### src/rtl/display_feed_controller_if.sv
// Handshake and display bus between the two binary requesters, the feed controller
// and the display multiplexer.
interface display_feed_controller_if #(
    parameter int BIN_W = 14
);
    logic             op_valid;
    logic [BIN_W-1:0] op_value;
    logic             op_ready;
    logic             res_valid;
    logic [BIN_W-1:0] res_value;
    logic             res_ready;
    logic             blank_en;
    logic [15:0]      BCD_code;
    logic             bcd_valid;
    logic             busy;
    logic             src_is_result;
    logic             overflow;

    modport master (
        output op_valid, op_value, res_valid, res_value, blank_en,
        input  op_ready, res_ready, BCD_code, bcd_valid, busy, src_is_result, overflow
    );

    modport slave (
        input  op_valid, op_value, res_valid, res_value, blank_en,
        output op_ready, res_ready, BCD_code, bcd_valid, busy, src_is_result, overflow
    );
endinterface

### src/rtl/display_feed_controller.sv
// Arbitrates operand/product requests, converts the winner to BCD by serial double-dabble,
// then saturates, optionally blanks leading zeros and publishes the 4-digit word.
module display_feed_controller #(
    parameter int BIN_W       = 14,
    parameter int HOLD_CYCLES = 50_000_000
) (
    input logic                       clk,
    input logic                       reset,
    display_feed_controller_if.slave  bus
);
    localparam int HOLD_W = $clog2(HOLD_CYCLES + 1);
    localparam int ITER_W = $clog2(BIN_W + 1);

    typedef enum logic [1:0] {IDLE, CONV, PUBLISH} state_t;

    state_t                state, state_nxt;
    logic [ITER_W-1:0]     iter_p0;
    logic [HOLD_W-1:0]     hold_cnt;
    logic [BIN_W-1:0]      bin_p0;
    logic [15:0]           bcd_p0;
    logic [15:0]           bcd_adj;
    logic [16+BIN_W-1:0]   shift_w;
    logic                  src_pend, ovf_pend;
    logic                  grant_res, grant_op;
    logic                  op_ready_c, res_ready_c, busy_c;
    logic [BIN_W-1:0]      grant_value;
    logic [15:0]           bcd_code_p1;
    logic                  vld_p1, src_p1, ovf_p1;

    function automatic logic [BIN_W-1:0] sat_value(input logic [BIN_W-1:0] v);
        return (32'(v) > 32'd9999) ? BIN_W'(9999) : v;
    endfunction

    function automatic logic [15:0] add3_nibbles(input logic [15:0] d);
        logic [15:0] r;
        for (int i = 0; i < 4; i++) begin
            r[i*4 +: 4] = (d[i*4 +: 4] >= 4'd5) ? d[i*4 +: 4] + 4'd3 : d[i*4 +: 4];
        end
        return r;
    endfunction

    // Units digit stays visible so that zero still shows as a single 0.
    function automatic logic [15:0] blank_leading(input logic [15:0] d);
        logic [15:0] r;
        r = d;
        if (d[15:12] == 4'd0) begin
            r[15:12] = 4'hF;
            if (d[11:8] == 4'd0) begin
                r[11:8] = 4'hF;
                if (d[7:4] == 4'd0) r[7:4] = 4'hF;
            end
        end
        return r;
    endfunction

    assign bcd_adj     = add3_nibbles(bcd_p0);
    assign shift_w     = {bcd_adj, bin_p0} << 1;
    assign grant_value = grant_res ? bus.res_value : bus.op_value;

    always_comb begin
        state_nxt   = state;
        op_ready_c  = 1'b0;
        res_ready_c = 1'b0;
        busy_c      = 1'b0;
        grant_res   = 1'b0;
        grant_op    = 1'b0;
        case (state)
            IDLE: begin
                res_ready_c = 1'b1;
                op_ready_c  = (hold_cnt == '0) && !bus.res_valid;
                if (bus.res_valid) begin
                    grant_res = 1'b1;
                    state_nxt = CONV;
                end else if (bus.op_valid && op_ready_c) begin
                    grant_op  = 1'b1;
                    state_nxt = CONV;
                end
            end
            CONV: begin
                busy_c = 1'b1;
                if (iter_p0 == ITER_W'(BIN_W - 1)) state_nxt = PUBLISH;
            end
            PUBLISH: state_nxt = IDLE;
            default: state_nxt = IDLE;
        endcase
    end

    // Control and published outputs: asynchronous reset aborts any conversion in flight.
    always_ff @(posedge clk or posedge reset) begin
        if (reset) begin
            state       <= IDLE;
            iter_p0     <= '0;
            hold_cnt    <= '0;
            src_pend    <= 1'b0;
            ovf_pend    <= 1'b0;
            bcd_code_p1 <= 16'hFFFF;
            vld_p1      <= 1'b0;
            src_p1      <= 1'b0;
            ovf_p1      <= 1'b0;
        end else begin
            state  <= state_nxt;
            vld_p1 <= (state == PUBLISH);
            if (grant_res || grant_op) begin
                iter_p0  <= '0;
                src_pend <= grant_res;
                ovf_pend <= (32'(grant_value) > 32'd9999);
            end else if (state == CONV) begin
                iter_p0 <= iter_p0 + ITER_W'(1);
            end
            if (state == PUBLISH) begin
                bcd_code_p1 <= bus.blank_en ? blank_leading(bcd_p0) : bcd_p0;
                src_p1      <= src_pend;
                ovf_p1      <= ovf_pend;
            end
            if (state == PUBLISH && src_pend) hold_cnt <= HOLD_W'(HOLD_CYCLES);
            else if (hold_cnt != '0)          hold_cnt <= hold_cnt - HOLD_W'(1);
        end
    end

    // Conversion datapath: meaningful only between a grant and the following publish.
    always_ff @(posedge clk) begin
        if (grant_res || grant_op) begin
            bin_p0 <= sat_value(grant_value);
            bcd_p0 <= '0;
        end else if (state == CONV) begin
            bcd_p0 <= shift_w[16+BIN_W-1:BIN_W];
            bin_p0 <= shift_w[BIN_W-1:0];
        end
    end

    assign bus.op_ready      = op_ready_c;
    assign bus.res_ready     = res_ready_c;
    assign bus.busy          = busy_c;
    assign bus.BCD_code      = bcd_code_p1;
    assign bus.bcd_valid     = vld_p1;
    assign bus.src_is_result = src_p1;
    assign bus.overflow      = ovf_p1;
endmodule

### src/flat_wrapper.sv
// flat-port wrapper written by rule: the top's interface ports become plain ports
module display_feed_controller_flat 
#(
    parameter int BIN_W       = 14,
    parameter int HOLD_CYCLES = 50_000_000
)
  (clk, reset, bus_op_valid, bus_op_value, bus_res_valid, bus_res_value, bus_blank_en, bus_op_ready, bus_res_ready, bus_BCD_code, bus_bcd_valid, bus_busy, bus_src_is_result, bus_overflow);
  display_feed_controller_if #(.BIN_W(BIN_W)) bus_i ();
  input logic clk;
  input logic reset;
  input wire logic [$bits(bus_i.op_valid)-1:0] bus_op_valid;
  input wire logic [$bits(bus_i.op_value)-1:0] bus_op_value;
  input wire logic [$bits(bus_i.res_valid)-1:0] bus_res_valid;
  input wire logic [$bits(bus_i.res_value)-1:0] bus_res_value;
  input wire logic [$bits(bus_i.blank_en)-1:0] bus_blank_en;
  output wire logic [$bits(bus_i.op_ready)-1:0] bus_op_ready;
  output wire logic [$bits(bus_i.res_ready)-1:0] bus_res_ready;
  output wire logic [$bits(bus_i.BCD_code)-1:0] bus_BCD_code;
  output wire logic [$bits(bus_i.bcd_valid)-1:0] bus_bcd_valid;
  output wire logic [$bits(bus_i.busy)-1:0] bus_busy;
  output wire logic [$bits(bus_i.src_is_result)-1:0] bus_src_is_result;
  output wire logic [$bits(bus_i.overflow)-1:0] bus_overflow;
  assign bus_i.op_valid = bus_op_valid;
  assign bus_i.op_value = bus_op_value;
  assign bus_i.res_valid = bus_res_valid;
  assign bus_i.res_value = bus_res_value;
  assign bus_i.blank_en = bus_blank_en;
  assign bus_op_ready = bus_i.op_ready;
  assign bus_res_ready = bus_i.res_ready;
  assign bus_BCD_code = bus_i.BCD_code;
  assign bus_bcd_valid = bus_i.bcd_valid;
  assign bus_busy = bus_i.busy;
  assign bus_src_is_result = bus_i.src_is_result;
  assign bus_overflow = bus_i.overflow;
  display_feed_controller #(.BIN_W(BIN_W), .HOLD_CYCLES(HOLD_CYCLES)) u_core (.clk(clk), .reset(reset), .bus(bus_i));
endmodule
### config.mk
export PLATFORM = sky130hd
export DESIGN_NAME = display_feed_controller_flat
export DESIGN_NICKNAME = d
export VERILOG_FILES = /design/src/rtl/display_feed_controller_if.sv /design/src/rtl/display_feed_controller.sv /design/src/flat_wrapper.sv
export SDC_FILE = /design/constraint.sdc
export NUM_CORES = 1
export LEC_CHECK = 0
export BUFFER_PORTS_ARGS = -buffer_cell sky130_fd_sc_hd__buf_2
export CAP_MARGIN = 20
export CORE_AREA = 4 4 125 127
export CTS_CLUSTER_DIAMETER = 60
export CTS_CLUSTER_SIZE = 40
export DETAILED_ROUTE_END_ITERATION = 8
export DIE_AREA = 0 0 129 131
export GPL_TIMING_DRIVEN = 0
export PLACE_DENSITY_LB_ADDON = 0.2
export SLEW_MARGIN = 20
export SYNTH_ARGS = -nofsm -noshare
export SYNTH_HDL_FRONTEND = slang
export SYNTH_SLANG_ARGS = --single-unit
### constraint.sdc
create_clock -name clk -period 3.2 [get_ports clk]
set_input_delay 0.48 -clock clk [delete_from_list [all_inputs] [get_ports clk]]
set_output_delay 0.48 -clock clk [all_outputs]
set_load 0.005 [all_outputs]
==> impl_summary.txt, run 1 <==
----------------------------------------------------
[Run status]
  Status ... finished, final reports clean

[Synth]
  Adder-cell area share of the yosys netlist ... ~3.5%
  Proportion of synthesized chip area in sequential cells ... 49.0%
  Post-synth net total ... slightly below 500
  Multiplexer area fraction after synthesis ... 2.03%
  Ys flop type ... sky130_fd_sc_hd__dfrtp_1
  Synth Cell Area ... ~0.0043 mm²
  Leading area contributor after synthesis ... sky130_fd_sc_hd__dfrtp_1
  Largest family of logic cells by synthesized area ... simple AND/OR/NAND/NOR gates
  XOR/XNOR share of the synthesized area ... 2.06%
  Flip-flop and latch count after synthesis ... between 80 and 90
  Post-synthesis simple-gate area fraction ... 22.4%
  Number of enable-type register cells in the synthesized netlist ... 14
  Ranking of synthesized cells by area ... sky130_fd_sc_hd__dfrtp_1 22%, sky130_fd_sc_hd__dfstp_2 9.9%, sky130_fd_sc_hd__edfxtp_1 9.9%
  Mapped Avg Cell Area ... approximately 9.5 µm²
  Compound-cell area share of the yosys netlist ... 17.2%
  Number of instances in the synthesized netlist ... 450
  Fraction of post-synthesis cell area in the top cell type by area ... a little over a fifth
  Post-synth ARST share ... a little under two thirds
  Count of warnings emitted by yosys ... 0
  Count of different cell masters after synthesis ... 56

[Worst hold path]
  Worst min-delay path category ... primary input to asynchronous set/reset pin

[Power]
  Static Leakage ... slightly above 2 nW
  PD cells ... 938 mW/mm²
  Worst IR Drop VDD ... roughly 0.00027 V

[Place]
  Placed wire-length estimate ... approximately 7500 µm
  Placed insts ... 688
  Input/output buffers ... 54
  GP Congestion ... 0.797

[CTS]
  TritonCTS sink count ... 83
  Clock root cell ... sky130_fd_sc_hd__clkbuf_16
  Clock tree from TritonCTS ... done
  Count of hold buffers inserted by post-cts repair ... 0
  Clock latency reported for the late side of the worst-skew pair ... about 340 ps
  Number of buffers created by CTS ... 9
  Number of resized instances in the post-cts repair step ... 0
  Post-CTS setup-driven buffer insertion count ... 0
  Clock transition at the register clock pins on the worst setup and hold paths after CTS ... approximately 60 ps
  Max Root-Sink Buffers ... 2
  H-tree level count ... 3

[Worst setup path]
  Slowest Stage Delay on Critical Path ... 500 ps
  Crit Path Max Fanout ... 4
  Cell chain of the critical path ... inv_1, ha_1, nor4b_1, nand4_1, nor4_1, buf_2
  Beginning of the critical path ... u_core.hold_cnt[0]$_DFFE_PP0P_
  Endpoint class of the critical path ... primary output
  Critical-path cell with the highest stage delay ... sky130_fd_sc_hd__nor4b_1
  Kind of start point of the critical path ... flip-flop
  Critical path start-end classification ... flip-flop to primary output
  Worst r2r src ... u_core.hold_cnt[17]$_DFFE_PP0P_
  Required time of the critical path ... around 2700 ps
  Worst path arrival time ... approximately 2400 ps

[Floorplanning]
  Area of the core ... around 0.014 mm²
  I/O pin total ... 55
  Initial standard-cell utilization of the core ... 29.5%
  Die span in x ... 129 µm
  Die footprint ... between 0.015 and 0.02 mm²
  Die H ... between 100 and 150 µm
  Number of cell rows ... 44

[Route]
  # DRC ... 0
  Total routed wirelength ... approximately 11000 µm
  Number of vias in the routed layout ... between 3000 and 4000
  Number of violations reported at the end of detailed-routing iteration 0 ... 150
  Routed wire per std cell ... ~15 µm
  Post-route antenna net violation count ... 0
  Number of vias per cell after detailed routing ... just over 5
  Iteration count of the initial detailed-routing pass ... 4

[GRT]
  Number of antenna violations at the first check in global routing ... 0
  Combined global-route utilization of all metal layers ... a little over an eighth
  Remaining global-route overflow ... 0
  Number of global-route vias before repair ... roughly 3600
  Wire length of the first global-routing pass ... between 15000 and 20000 µm
  Largest net degree at the start of global routing ... 54

[STA]
  Post-Route Hold Slack ... roughly 260 ps
  Actual transition at the worst max-transition pin ... 709 ps
  Sum Neg Setup Slack ... 0 ps
  Max_slew headroom ... 52.8%
  Final setup skew ... 10.2 ps
  Max-slew violation count ... 0
  Max frequency ... around 350 MHz
  Endpoints failing setup ... 0
  Minimum clock period after layout ... slightly below 3000 ps
  Final hold violation count ... 0
  Period utilization ... 90.3%
  Unrepaired setup endpoints after global routing ... false

[Job]
  Maximum Capacitance Violations ... 0

[Cells and area]
  Fraction of layout cells with a size suffix above 1 ... between 20 and 25%
  Area growth, synth to finish ... 18.4%
  Total number of nets in the final design ... 560
  Post-Layout Cell Count ... roughly 700
  Filler Cells Inserted ... roughly 1500
  Antenna Cells ... 0

----------------------------------------------------
==> per-stage QoR <==
| stage | cell area [µm²] | utilization, % | worst slack [ps] | power [mW] |
|---|---|---|---|---|
| 6_report | 5040 | 34.9 | 312 | 4.73 |
| 5_1_grt | 5040 | 34.9 | 102 | 5.14 |
| 4_1_cts | 5040 | 34.9 | 162 | 4.78 |
| 3_5_place_dp | 4760 | 33.0 | 197 | 3.77 |
| 3_3_place_gp | 4760 | 33.0 | 214 | 3.72 |
| 2_1_floorplan | 4260 | - | 739 | 3.23 |
==> report_power, final <==
part | leakage, nW | total (mW) | switching (mW) | internal, mW
Clock | 0.139 | 0.983 | 0.413 | 0.570
Combinational | 1.02 | 1.68 | 0.915 | 0.761
Sequential | 0.897 | 2.07 | 0.403 | 1.67
==> flip-flops by register name (all words and copies together), names as in the netlist <==
register                  flops
u_core.bcd_p0                16
u_core.bin_p0                14
u_core.bus.BCD_code          16
u_core.bus.bcd_valid          1
u_core.bus.overflow           1
u_core.bus.src_is_result      1
u_core.hold_cnt              26
u_core.iter_p0                4
u_core.ovf_pend               1
u_core.src_pend               1
u_core.state                  2
==> cells in the final DEF, fill, tap and decap left out, types with 5 or more instances in the layout <==
master | Yosys | final
sky130_fd_sc_hd__inv_1 | 22 | 21
sky130_fd_sc_hd__dfxtp_1 | 16 | 16
sky130_fd_sc_hd__nand3_1 | 18 | 18
sky130_fd_sc_hd__ha_1 | 12 | 12
sky130_fd_sc_hd__a21oi_1 | 38 | 38
sky130_fd_sc_hd__o22a_1 | 8 | 8
sky130_fd_sc_hd__nor4_1 | 9 | 9
sky130_fd_sc_hd__o22ai_1 | 6 | 6
sky130_fd_sc_hd__buf_2 | 5 | 59
sky130_fd_sc_hd__nor2_1 | 35 | 35
sky130_fd_sc_hd__nand2b_1 | 11 | 11
sky130_fd_sc_hd__or3_1 | 14 | 14
sky130_fd_sc_hd__dfstp_2 | 16 | 16
sky130_fd_sc_hd__nand2_1 | 37 | 36
sky130_fd_sc_hd__or3_2 | 5 | 5
sky130_fd_sc_hd__nor3_1 | 13 | 13
sky130_fd_sc_hd__a32oi_1 | 9 | 9
sky130_fd_sc_hd__o21ai_0 | 33 | 33
sky130_fd_sc_hd__clkbuf_16 | 0 | 10
sky130_fd_sc_hd__xnor2_1 | 6 | 6
sky130_fd_sc_hd__edfxtp_1 | 14 | 14
sky130_fd_sc_hd__or4_1 | 5 | 5
sky130_fd_sc_hd__clkbuf_1 | 12 | 15
sky130_fd_sc_hd__dfrtp_1 | 37 | 37
sky130_fd_sc_hd__mux2_2 | 5 | 5
==> routing by layer <==
layer | global-route usage [%] | vias to the layer above | part of all wire (%)
met4 | 6.18 | 0 | 1.4
met1 | 18.1 | 1713 | 50
met3 | 2.48 | 9 | 4.8
met5 | 0 | - | 0
met2 | 20.0 | 78 | 44
li1 | - | 1778 | -
==> cell type report <==
type | count | area (µm²) | area share (%)
timing repair buffer | 54 | 270 | 5.36
clock buffer | 13 | 262 | 5.19
multi-input combinational | 326 | 2010 | 39.9
sequential | 83 | 2090 | 41.4
buffer | 18 | 73.8 | 1.46
tap | 184 | 230 | 4.57
inverter | 23 | 88.8 | 1.76
clock inverter | 3 | 15.0 | 0.298
==> synthesized netlist by cell type (all sizes together) (6+ instances only) <==
library cell / n
a21oi: 38
dfrtp: 37
nand2: 37
nor2: 35
o21ai: 34
inv: 22
or3: 20
nand3: 18
dfstp: 16
dfxtp: 16
nor3: 15
edfxtp: 14
clkbuf: 12
ha: 12
nand2b: 11
nor4: 10
a32oi: 9
o22a: 8
or4: 8
buf: 6
o22ai: 6
xnor2: 6
==> final timing paths <==
kind / slack, ps / cells past startpoint / endpoint
max: 310 / 6 / bus_op_ready
min: 260 / 2 / u_core.hold_cnt[12]$_DFFE_PP0P_
max reg2reg: 380 / 6 / u_core.bin_p0[2]$_DFFE_PP_
min reg2reg: 500 / 2 / u_core.bus.BCD_code[15]$_DFFE_PP1P_
max in group asynchronous: 2470 / 2 / u_core.bus.bcd_valid$_DFF_PP0_
min in group clk: 440 / 3 / u_core.bin_p0[12]$_DFFE_PP_
==> kinds of logic (layout without fill, tap and decap cells) <==
family          Yosys count  after routing
flops                    83             83
buf+inv                  41            111
compound gates          119            119
simple gates            177            177
mux                       8              8
xor+xnor                 10             10
fa+ha+maj                12             12
==> worst max-delay path: cells and delay by family, from the launching register on <==
family | cells | cell delay, ps
buffers and inverters | 2 | 300
AND/OR/NAND/NOR | 3 | 1220
adder cells (fa/ha/maj) | 1 | 170
flip-flops | 1 | 380
Power figures use the tool's default switching activity.
==> run 2, diff against run 1 <==
- CORE_AREA: 4 4 125 127 -> 4 4 131 121
- DIE_AREA: 0 0 129 131 -> 0 0 135 125
==> run 2 against run 1 <==
  * Largest cell class unchanged
  * Via count is 0.50% higher
  * Setup slack better by 75 ps
  * Clock-buffer cell count is 1 higher
  * Register-to-register slack hardly changed
  * Largest power group unchanged
  * Hold slack worse by 34 ps
  * Routed wire length is 0.45% higher
  * Total power is 2.3% higher
  * Sequential cell count stayed put
  * Clock skew is 2.6 ps lower
==> impl_summary.txt, run 2 (synthesis results as in run 1) <==
----------------------------------------------------
[Cells and area]
  Area growth, synth to finish ... 19.7% (was 18.4%)
  Fraction of layout cells with a size suffix above 1 ... 21.9% (was 21.5%)
  Max FFs per register ... 26 (unchanged)
  Most flops, register ... u_core.hold_cnt (unchanged)
  Total number of nets in the final design ... 560 (unchanged)
  Antenna Cells ... 0 (unchanged)
  Commonest non-fill, non-tap cell in the layout ... sky130_fd_sc_hd__buf_2 (unchanged)
  Most frequent cells in the layout ... 59 x sky130_fd_sc_hd__buf_2, 38 x sky130_fd_sc_hd__a21oi_1, 37 x sky130_fd_sc_hd__dfrtp_1, 36 x sky130_fd_sc_hd__nand2_1, 35 x sky130_fd_sc_hd__nor2_1 (unchanged)

[STA]
  Max_slew headroom ... 54.4% (was 52.8%)
  Final hold violation count ... 0 (unchanged)
  Minimum clock period after layout ... 2810 ps (was 2890 ps)
  Period utilization ... 87.9% (was 90.3%)
  Final setup skew ... 7.62 ps (was 10.2 ps)
  Max-slew violation count ... 0 (unchanged)
  Unrepaired setup endpoints after global routing ... false (unchanged)
  Sum Neg Setup Slack ... 0 ps (unchanged)
  Actual transition at the worst max-transition pin ... 684 ps (was 709 ps)
  Max frequency ... 355 MHz (was 346 MHz)
  Post-Route Hold Slack ... 231 ps (was 264 ps)
  Endpoints failing setup ... 0 (unchanged)

[Place]
  Input/output buffers ... 54 (unchanged)
  Placed wire-length estimate ... 7670 µm (was 7530 µm)
  GP Congestion ... 0.848 (was 0.797)

[CTS]
  Clock transition at the register clock pins on the worst setup and hold paths after CTS ... 70 ps (was 60 ps)
  Max Root-Sink Buffers ... 2 (unchanged)
  TritonCTS sink count ... 83 (unchanged)
  Number of buffers created by CTS ... 9 (unchanged)
  Clock root cell ... sky130_fd_sc_hd__clkbuf_16 (unchanged)
  Clock latency reported for the late side of the worst-skew pair ... 340 ps (about the same)
  Clock tree from TritonCTS ... done (unchanged)
  H-tree level count ... 3 (unchanged)

[GRT]
  Combined global-route utilization of all metal layers ... 13.1% (about the same)
  Number of global-route vias before repair ... 3497 (was 3583)
  Wire length of the first global-routing pass ... 17900 µm (was 17700 µm)
  Largest net degree at the start of global routing ... 54 (unchanged)
  Remaining global-route overflow ... 0 (unchanged)
  Number of antenna violations at the first check in global routing ... 0 (unchanged)

[Worst setup path]
  Critical-path cell with the highest stage delay ... sky130_fd_sc_hd__nor4b_1 (unchanged)
  Worst r2r src ... u_core.hold_cnt[0]$_DFFE_PP0P_ (was u_core.hold_cnt[17]$_DFFE_PP0P_)
  Kind of start point of the critical path ... flip-flop (unchanged)
  FF-to-FF End ... u_core.bin_p0[3]$_DFFE_PP_ (was u_core.bin_p0[2]$_DFFE_PP_)
  Family with the most delay on the worst path ... simple AND/OR/NAND/NOR gates (unchanged)
  Crit Path Max Fanout ... 4 (unchanged)
  Flop-to-flop setup slack ... 390 ps (was 380 ps)
  Required time of the critical path ... 2720 ps (about the same)
  Slowest Stage Delay on Critical Path ... 510 ps (was 500 ps)
  Worst path arrival time ... 2330 ps (was 2410 ps)
  Critical path start-end classification ... flip-flop to primary output (unchanged)
  Total buffers and inverters traversed by the critical path ... 2 (unchanged)
  Cell chain of the critical path ... inv_1, ha_1, nor4b_1, nand4_1, nor4_1, buf_2 (unchanged)
  Worst Reg-to-Reg Cells ... 8 (was 6)
  Endpoint class of the critical path ... primary output (unchanged)

[Route]
  Iteration count of the initial detailed-routing pass ... 4 (unchanged)
  # DRC ... 0 (unchanged)
  Number of vias per cell after detailed routing ... 5.01 (was 5.08)
  Total routed wirelength ... 10500 µm (about the same)
  Post-route antenna net violation count ... 0 (unchanged)
  Number of vias in the routed layout ... 3596 (was 3578)
  Routed wire per std cell ... 14.7 µm (was 14.9 µm)
  Number of violations reported at the end of detailed-routing iteration 0 ... 251 (was 150)

[Run status]
  Status ... finished, final reports clean (unchanged)

[Floorplanning]
  Die footprint ... 0.0169 mm² (about the same)
  I/O pin total ... 55 (unchanged)
  Die span in x ... 135 µm (was 129 µm)
  Die H ... 125 µm (was 131 µm)
  Number of cell rows ... 42 (was 44)
  Area of the core ... 0.0145 mm² (was 0.0144 mm²)
  Initial standard-cell utilization of the core ... 29.5% (about the same)

[Worst hold path]
  Worst min-delay path category ... primary input to asynchronous set/reset pin (unchanged)

[Power]
  PD cells ... 948 mW/mm² (was 938 mW/mm²)
  Worst IR Drop VDD ... 0.000273 V (was 0.000272 V)
  Static Leakage ... 2.08 nW (was 2.06 nW)

[Job]
  Maximum Capacitance Violations ... 0 (unchanged)

----------------------------------------------------
==> run 2: cell count changes in the layout (fill, tap and decap cells not counted) <==
cell                        change
sky130_fd_sc_hd__clkbuf_1       -2
sky130_fd_sc_hd__inv_4          +1
sky130_fd_sc_hd__clkbuf_8       +2
sky130_fd_sc_hd__clkinv_2       -2
sky130_fd_sc_hd__clkbuf_16      +1
==> run 2: report_power, final <==
group          internal (mW)  total [mW]  switching, mW
logic                  0.760        1.67          0.912
clock network          0.663        1.08          0.419
registers               1.67        2.08          0.414
total                   3.09        4.83           1.75
==> run 2: worst max-delay path by stage <==
| stage | endpoint | startpoint | cells past startpoint |
|---|---|---|---|
| floorplan | u_core.bin_p0[0]$_SDFFCE_PN0P_ | u_core.hold_cnt[17]$_DFFE_PP0P_ | 6 |
| global placement | u_core.bin_p0[1]$_DFFE_PP_ | u_core.hold_cnt[17]$_DFFE_PP0P_ | 6 |
| detailed placement | u_core.bin_p0[1]$_DFFE_PP_ | u_core.hold_cnt[17]$_DFFE_PP0P_ | 6 |
| CTS | u_core.bin_p0[0]$_SDFFCE_PN0P_ | u_core.hold_cnt[17]$_DFFE_PP0P_ | 6 |
| global route | bus_op_ready | u_core.hold_cnt[1]$_DFFE_PP0P_ | 6 |
| finish | bus_op_ready | u_core.hold_cnt[0]$_DFFE_PP0P_ | 6 |
==> run 2: cell type report <==
| type | instances | area, µm² |
|---|---|---|
| clock buffers | 14 | 307 |
| flip-flops and latches | 83 | 2090 |
| plain buffers | 18 | 73.8 |
| inverters | 23 | 88.8 |
| fillers | 1516 | 9350 |
| repair buffers | 54 | 270 |
| clock inverters | 2 | 11.3 |
| multi-input cells | 326 | 2010 |
| well taps | 198 | 248 |
==> run 2: routing by layer <==
layer	GRT usage, %	wire length [µm]	up-vias
li1	-	-	1779
met1	19.0	5400	1724
met2	18.9	4440	85
met3	4.18	598	8
met4	3.20	109	0
met5	0	0	-
==> run 2: stage by stage <==
stage	setup slack, ps	power, mW	instance area [µm²]	util [%]	std cells
floorplan	739	3.23	4260	-	450
global placement	219	3.72	4780	33.0	702
detailed placement	157	3.78	4780	33.1	702
CTS	156	4.90	5100	35.3	718
global route	88.3	5.28	5100	35.3	718
finish	386	4.83	5100	35.3	718
==> run 2: repair_timing <==
action / 4_1_cts / 5_1_grt
endpoints found under the hold margin: 0 / 0
setup endpoints to repair: 0 / 14
buffers inserted: 0 / 0
hold buffers: 0 / 0
gates resized for setup: 0 / 1
